**src/rtl/modbus_rtu_tx_framer.sv**
```systemverilog
// Modbus RTU transmit framer: streams payload bytes through an external CRC engine
// and a UART, then appends the CRC low byte followed by the high byte.
module modbus_rtu_tx_framer #(
  parameter int unsigned LEN_W = 6
) (
  input  logic             clk,
  input  logic             reset,
  input  logic             frame_start,
  input  logic [LEN_W-1:0] frame_len,
  output logic [LEN_W-1:0] rd_addr,
  input  logic [7:0]       rd_data,
  output logic             crc_clr,
  output logic             crc_start,
  output logic [7:0]       crc_byte,
  input  logic             crc_busy,
  input  logic [15:0]      crc_value,
  output logic             tx_start,
  output logic [7:0]       tx_data,
  input  logic             tx_busy,
  output logic             busy,
  output logic             done
);

  typedef enum logic [3:0] {
    IDLE, CLR, READ, LOAD, CRC_KICK, CRC_GUARD, CRC_WAIT,
    TX_KICK, TX_GUARD, TX_WAIT, CRC_LO, CRC_HI, FIN
  } state_t;

  // Which byte the shared TX_KICK/TX_GUARD/TX_WAIT sequence is currently sending.
  typedef enum logic [1:0] {PH_DATA, PH_LO, PH_HI} phase_t;

  state_t           state, state_next;
  phase_t           phase, phase_next;
  logic [LEN_W-1:0] len, len_next;
  logic [LEN_W-1:0] rd_addr_next;
  logic [7:0]       crc_byte_next, tx_data_next;
  logic             start_prev;
  logic             start_edge;
  logic             last_byte;

  assign start_edge = frame_start & ~start_prev;
  assign last_byte  = (rd_addr == (len - LEN_W'(1)));

  always_ff @(posedge clk) begin
    if (reset) begin
      state      <= IDLE;
      phase      <= PH_DATA;
      len        <= '0;
      rd_addr    <= '0;
      crc_byte   <= '0;
      tx_data    <= '0;
      crc_clr    <= 1'b0;
      crc_start  <= 1'b0;
      tx_start   <= 1'b0;
      busy       <= 1'b0;
      done       <= 1'b0;
      start_prev <= 1'b0;
    end else begin
      state      <= state_next;
      phase      <= phase_next;
      len        <= len_next;
      rd_addr    <= rd_addr_next;
      crc_byte   <= crc_byte_next;
      tx_data    <= tx_data_next;
      // Strobes are high for exactly the one cycle spent in their state.
      crc_clr    <= (state_next == CLR);
      crc_start  <= (state_next == CRC_KICK);
      tx_start   <= (state_next == TX_KICK);
      done       <= (state_next == FIN);
      busy       <= !(state_next inside {IDLE, FIN});
      start_prev <= frame_start;
    end
  end

  always_comb begin
    state_next    = state;
    phase_next    = phase;
    len_next      = len;
    rd_addr_next  = rd_addr;
    crc_byte_next = crc_byte;
    tx_data_next  = tx_data;
    case (state)
      IDLE: begin
        if (start_edge && (frame_len != '0)) begin
          state_next   = CLR;
          len_next     = frame_len;
          rd_addr_next = '0;
          phase_next   = PH_DATA;
        end
      end
      CLR:       state_next = READ;
      READ:      state_next = LOAD;
      LOAD: begin
        crc_byte_next = rd_data;
        tx_data_next  = rd_data;
        state_next    = CRC_KICK;
      end
      CRC_KICK:  state_next = CRC_GUARD;
      CRC_GUARD: state_next = CRC_WAIT;
      CRC_WAIT: begin
        if (!crc_busy) state_next = TX_KICK;
      end
      TX_KICK:   state_next = TX_GUARD;
      TX_GUARD:  state_next = TX_WAIT;
      TX_WAIT: begin
        if (!tx_busy) begin
          case (phase)
            PH_DATA: begin
              if (last_byte) begin
                state_next = CRC_LO;
              end else begin
                rd_addr_next = rd_addr + LEN_W'(1);
                state_next   = READ;
              end
            end
            PH_LO:   state_next = CRC_HI;
            default: state_next = FIN;
          endcase
        end
      end
      CRC_LO: begin
        tx_data_next = crc_value[7:0];
        phase_next   = PH_LO;
        state_next   = TX_KICK;
      end
      CRC_HI: begin
        tx_data_next = crc_value[15:8];
        phase_next   = PH_HI;
        state_next   = TX_KICK;
      end
      FIN:     state_next = IDLE;
      default: state_next = IDLE;
    endcase
  end

endmodule

```
**config.mk**
```make
export PLATFORM = sky130hd
export DESIGN_NAME = modbus_rtu_tx_framer
export DESIGN_NICKNAME = d
export VERILOG_FILES = /design/src/rtl/modbus_rtu_tx_framer.sv
export SDC_FILE = /design/constraint.sdc
export NUM_CORES = 1
export LEC_CHECK = 0
export BUFFER_PORTS_ARGS = -buffer_cell sky130_fd_sc_hd__buf_2
export CAP_MARGIN = 10
export CORE_ASPECT_RATIO = 2
export CORE_MARGIN = 4
export CORE_UTILIZATION = 45
export CTS_CLUSTER_DIAMETER = 60
export DETAILED_ROUTE_END_ITERATION = 8
export PLACE_DENSITY = 0.73
export SYNTH_ARGS = -nofsm -noshare
export SYNTH_HDL_FRONTEND = slang
export SYNTH_SLANG_ARGS = --single-unit
export TNS_END_PERCENT = 10
```
**constraint.sdc**
```tcl
create_clock -name clk -period 3.4 [get_ports clk]
set_input_delay 0 -clock clk [delete_from_list [all_inputs] [get_ports clk]]
set_output_delay 0 -clock clk [all_outputs]
set_load 0.02 [all_outputs]
```
==> results.md, run 1 <==
* Worst rel slew slack at approximately half
* CTS tree: built
* Power Total at 1.09 mW
* Initial DRC Count at 20
* Clock power share at a little over a third
* Seq pwr share at between 40% and 50%
* YS warnings at 0
* Vias in the first global route at 1943
* PnR worst setup slack at 0.894 ns
* Synth Flop Type: dfxtp_1
* PostCTS Resize Cnt at 0
* Crit Path Max Fanout at 16
* Yosys cell types at 47
* Final setup fails at 0
* Die Span Y at slightly above 100 um
* Leading cell type in the layout, fill and taps excluded: buf_2
* P_int at roughly 0.8 mW
* Comb pwr share at a little under a fifth
* Post-Syn Area at 0.00201 mm2
* Max Slew Vio Count at 0
* H-tree depth at 2
* DP Worst Slack at roughly 0.99 ns
* Syn Inst Count at roughly 240
* Post-synth top area cell: dfxtp_1
* Outcome: complete, no violations
* DR vias/cell at approximately 5.4
* Share of layout cells above drive strength 1 at about a quarter
* Largest net degree at the start of global routing at 39
* Arr. time, crit path at around 2.7 ns
* Crit path max-delay family: simple AND/OR/NAND/NOR gates
* Slowest cell on the critical path: nor4bb_1
* Max Clk Rate at around 400 MHz
* Setup Skew at slightly below 0.007 ns
* Fraction of registers with async set/reset at 0%
* Starting density of the core at between 40% and 50%
* Final Routed Wirelength at 5100 um
* Maximum VDD drop at between 0.0003 and 0.0004 V
* Worst path bufs/invs at 0
* Die span in x at 55.2 um
* Path category of the worst min-delay check: input port to flip-flop
* Final hold vios at 0
* Sw Share at about 27%
* Min Tclk post-route at around 2.5 ns
* Most frequent cells in the layout: 61 x buf_2, 40 x dfxtp_1, 36 x nand2_1, 18 x nor2_1, 15 x a21oi_1
* Routability cong. at 0.796
* Initial antenna violation count at 0
* Worst Path Class, Setup: flip-flop to flip-flop
* Pwr/cell area at about 420 mW/mm2
* Synth-to-Final Area Change at 29.4%
* Psw at between 0.2 and 0.3 mW
* Worst Tran Pin Value at roughly 0.74 ns
* Mapped Nets at around 270
* EDFF count, synth at 0
* GRT overflow at 0
* Worst Setup Start Kind: flip-flop
* CTS Sinks at 40
* Detail Placement HPWL at between 3000 and 4000 um
* Worst-skew pair later-pin latency at about 0.28 ns
* GRT Overall Usage at approximately a fifth
* Post-synthesis sequential area ratio at 39.9%
* Top-area cell type share of the netlist area at 39.9%
* Die area at 0.00566 mm2
* Antenna Nets Post-Route at 0
* Leakage power at roughly 1.1 nW
* CTS root buf: clkbuf_8
* I/O pins at 62
* CTS Buffer Depth at 2
* # nets final at 344
* Detailed Routing Iterations Pass 1 at 4
* Worst-path clk slew at approximately 0.080 ns
* First-pass GRT wire length at 8830 um
* WL/cell at around 14 um
* DR vias at ~1900
* Worst path max stage delay at between 0.6 and 0.7 ns
* Synth Register Bits at 40
* RSZ-0062 raised after global routing: no
* Avg Inst Size Synth at 8.51 um2
* Rows at 34
* MaxCap Viol Count at 0
* Synth area leaders: dfxtp_1 40%, nand2_1 6.7%, a211oi_1 4.1%, mux2i_1 4.0%, a311oi_1 3.9%
* DRC Markers at 0
* Crit-path cells: nor4bb_1 -> nor3b_1 -> o21bai_1 -> a2111oi_1 -> mux2i_1
* CTS Buf Count at 5
* CP endpoint kind: flip-flop
* Final period util at ~74%
* ANT cells at 0
* Sum Neg Setup Slack at 0 ns
* Worst EP required at about 3.6 ns
* Floorplan Core Area at 0.00434 mm2
* Post-CTS Setup Bufs at 0
* Port buffer count at 61
-- final timing paths --
check,startpoint,to,slack [ns],cells past startpoint
setup / recovery,state[3],rd_addr[5],0.89,5
hold / removal,rd_data[3],crc_byte[3],0.01,3
setup reg to reg,state[3],rd_addr[5],0.89,5
hold reg to reg,crc_byte[5],crc_byte[5],0.46,2
-- Yosys cell counts, types with 3 or more instances --
| master | n |
|---|---|
| o21ai_0 | 3 |
| nor3_1 | 5 |
| nand3_1 | 4 |
| nor2b_1 | 12 |
| clkbuf_1 | 14 |
| dfxtp_1 | 40 |
| nor3b_1 | 3 |
| nand2_1 | 36 |
| nor4_1 | 3 |
| nor2_1 | 18 |
| xnor2_1 | 6 |
| inv_1 | 4 |
| a211oi_1 | 11 |
| a311oi_1 | 9 |
| or3_1 | 7 |
| mux2i_1 | 8 |
| a21oi_1 | 15 |
-- layer usage --
layer | part of all wire, % | vias up | track usage, %
met2 | 57 | 47 | 37.6
met4 | 1.7 | 0 | 6.37
met5 | 0 | - | 0
met3 | 4.0 | 8 | 3.41
li1 | - | 1004 | -
met1 | 37 | 887 | 19.6
-- final cells by class --
cell class	count	area [um2]
Fill cell	419	1740
Multi-Input combinational cell	178	1140
Sequential cell	40	801
Timing Repair Buffer	78	468
Clock buffer	6	72.6
Tap cell	54	67.6
Clock inverter	2	35.0
Inverter	4	15.0
-- power groups by stage --
stage / clock network, mW / registers (mW) / logic (mW)
floorplan: 0 / 0.524 / 0.127
global placement: 0 / 0.519 / 0.189
detailed placement: 0 / 0.519 / 0.191
CTS: 0.387 / 0.509 / 0.204
global route: 0.409 / 0.512 / 0.226
finish: 0.378 / 0.508 / 0.204
-- registers in the layout (all words and copies together), names as in the netlist --
name	count
crc_start	1
phase	2
start_prev	1
tx_start	1
crc_byte	8
rd_addr	6
done	1
len	6
tx_data	8
busy	1
state	4
crc_clr	1
-- cells by family after synthesis --
logic type	share of synthesized area, %
xor gates and xnor gates	3.05
DFF	39.9
buffers and inverters	3.36
muxes	3.99
and+or+nand+nor	27.7
AOI/OAI and AO/OA	20.7
adders and majority gates	1.25
-- timing repair --
action / CTS / global route
setup endpoints to repair: 0 / 0
hold buffers: 14 / 0
hold endpoints to repair: 14 / 0
-- metrics by stage --
step	hold slack (ns)	std cells	area, um2	utilization, %
after floorplan	0.128	236	2010	-
after detailed placement	0.250	340	2350	54.2
after CTS	0.00345	362	2600	59.9
final	0.0148	362	2600	59.9
after global routing	0.0206	362	2600	59.9
after global placement	0.244	340	2350	54.2
-- tightest hold or removal path, stage by stage --
cell and delay, ns:
buf_2 0.10, nand2_1 0.08, a21oi_1 0.07
Power figures use the tool's default switching activity.
==> run 2: changes to the inputs <==
- PLACE_DENSITY: 0.73 -> 0.75
- clock period: 3.4 -> 2.1 ns (I/O delays scaled with it)
==> run 2 against run 1 <==
  * The flow now finishes with violations (negative setup slack)
  * Global-route usage grew 1.3 points
  * Cell count increased by 5.5%
  * Sequential share of layout area down 2.1 points
  * Core utilization increased by 4.4 points
  * First-iteration DRC count fell by 20%
  * Total power is 62% higher
  * Critical path depth grew 2
  * Clock power up 46%
  * Worst setup slack got worse by 0.91 ns
  * Clock skew decreased by 0.0030 ns
  * Highest routed layer unchanged
==> results.md, run 2 (synthesis results as in run 1) <==
* CTS tree: built
* Largest net degree at the start of global routing at 21 (-46%)
* DR vias at 2067 (+6.2%)
* Power Total at 1.77 mW (+62%)
* Final hold vios at 0 (unchanged)
* Post-CTS Setup Bufs at 0 (unchanged)
* Path category of the worst min-delay check: input port to flip-flop
* Most frequent cells in the layout: 61 x buf_2, 40 x dfxtp_1, 36 x nand2_1, 22 x buf_4, 18 x nor2_1
* Area of the multi-input gates at 0.00118 mm2 (+3.2%)
* Leakage power at 1.19 nW (+9.7%)
* Worst Tran Pin Value at 0.570 ns (-0.167 ns)
* Min Tclk post-route at 2.12 ns (-0.390 ns)
* Top flop regs: crc_byte: 8 flops, tx_data: 8 flops
* DRC Markers at 0 (unchanged)
* Crit Path Max Fanout at 8 (-8)
* Worst Path Class, Setup: flip-flop to flip-flop
* RSZ-0062 raised after global routing: yes
* Synth-to-Final Area Change at 38.8%
* Pwr/cell area at 634 mW/mm2 (+51%)
* Max Slew Vio Count at 0 (unchanged)
* GRT Overall Usage at 20.3% (+1.3 points)
* Outcome: complete, but fails checks
* Maximum VDD drop at 0.000433 V (+9.5%)
* CTS Sinks at 40 (unchanged)
* Final setup fails at 2 (+2)
* Final Routed Wirelength at 5380 um (+5.4%)
* Final period util at 101% (+27 points)
* Initial antenna violation count at 0 (unchanged)
* Crit-path cells: or4_4 -> or3_4 -> a2111oi_4 -> buf_6 -> a2111oi_2 -> buf_4 -> mux2i_1
* DP Worst Slack at -0.0700 ns (-1.06 ns)
* Die span in x at 55.2 um (unchanged)
* Worst-skew pair later-pin latency at 0.29 ns (about the same)
* Worst Setup Start Kind: flip-flop
* First-pass GRT wire length at 9300 um (+5.3%)
* Hold Slack at 0.0888 ns (+0.0740 ns)
* ANT cells at 0 (unchanged)
* I/O pins at 62 (unchanged)
* WL/cell at 14.1 um (-0.11%)
* Fill count at 407 (-2.9%)
* Worst-path clk slew at 0.08 ns (about the same)
* Arr. time, crit path at 2.30 ns (-0.42 ns)
* PnR worst setup slack at -0.0151 ns (-0.910 ns)
* Rows at 34 (unchanged)
* Slowest cell on the critical path: or4_4
* Worst EP required at 2.29 ns (-1.33 ns)
* Worst path max stage delay at 0.53 ns (-0.14 ns)
* CTS Buf Count at 5 (unchanged)
* CP endpoint kind: flip-flop
* MaxCap Viol Count at 0 (unchanged)
* Non-Filler Instances at 382 (+5.5%)
* # nets final at 365 (+6.1%)
* Share of layout cells above drive strength 1 at 32.0% (+6.0 points)
* Port buffer count at 61 (unchanged)
* Starting density of the core at 46.3% (unchanged)
* Inst Count DP at 360 (+5.9%)
* Reg area at 801 um2 (unchanged)
* Vias in the first global route at 2129 (+9.6%)
* Detail Placement HPWL at 4010 um (+8.6%)
* Initial DRC Count at 16 (-20%)
* Die Span Y at 102 um (unchanged)
* Antenna Nets Post-Route at 0 (unchanged)
* Floorplan Core Area at 0.00434 mm2 (unchanged)
* Setup Skew at 0.00398 ns (-0.00298 ns)
* CTS root buf: clkbuf_8
* Detailed Routing Iterations Pass 1 at 4 (unchanged)
* Worst rel slew slack at 61.7% (+11 points)
* GRT overflow at 0 (unchanged)
* Finished Core Util at 64.2% (+4.4 points)
* CTS Buffer Depth at 2 (unchanged)
* Max Clk Rate at 473 MHz (+18%)
* H-tree depth at 2 (unchanged)
* Die area at 0.00566 mm2 (unchanged)
* DR vias/cell at 5.41 (+0.66%)
* Failing checks: negative setup slack
* Hold path cells at 2 (-1)
* Leading cell type in the layout, fill and taps excluded: buf_2
* Routability cong. at 0.840 (+5.5%)
* FF-to-FF path depth at 7 (+2)
run 2: cell count changes in the layout (fill, tap and decap cells not counted), sizes merged:
cell	before	now
bufinv	1	0
dlygate4sd3	14	15
clkbuf	6	7
buf	64	84
clkinv	1	0
run 2: final cells by class:
cell class,instances,share of cell area (%)
flip-flops and latches,40,28.7
multi-input cells,178,42.2
repair buffers,99,22.7
inverters,4,0.539
well taps,54,2.42
clock buffers,7,3.46
run 2: path summary, 6_finish.rpt:
check | from | end | slack (ns)
setup / recovery | len[1] | rd_addr[5] | -0.02
hold reg to reg | crc_byte[3] | crc_byte[3] | 0.45
hold / removal | reset | len[5] | 0.09
setup reg to reg | len[1] | rd_addr[5] | -0.02
run 2: critical path, delay by kind of cell, from the launching register on:
kind,cells,cell delay (ns)
simple gates,2,0.88
buf+inv,2,0.34
mux,1,0.10
compound gates,2,0.38
flops,1,0.32
run 2: per-stage QoR:
step                TNS (ns)  cell area [um2]
floorplan            -0.0152             2010
global placement     -0.0502             2500
detailed placement   -0.0700             2500
CTS                 -0.00568             2760
global route          -0.523             2790
finish               -0.0268             2790
run 2: timing repair:
| action | CTS | global route |
|---|---|---|
| hold buffers | 15 | 0 |
| endpoints found under the hold margin | 15 | 0 |
| gates resized for setup | 3 | 5 |
| endpoints found under the setup margin | 1 | 9 |
run 2: routing by layer:
metal  GRT usage [%]  share of wire, %
met5               0                 0
met4            12.9               3.9
met3            3.79               4.2
met2            39.1                55
met1            19.3                37
run 2: report_power, final:
| part | total, mW | leakage [nW] | switching [mW] | internal (mW) |
|---|---|---|---|---|
| sequential | 0.813 | 0.324 | 0.0223 | 0.791 |
| clock | 0.552 | 0.0503 | 0.259 | 0.293 |
| combinational | 0.403 | 0.813 | 0.211 | 0.192 |
| total | 1.77 | 1.19 | 0.493 | 1.28 |
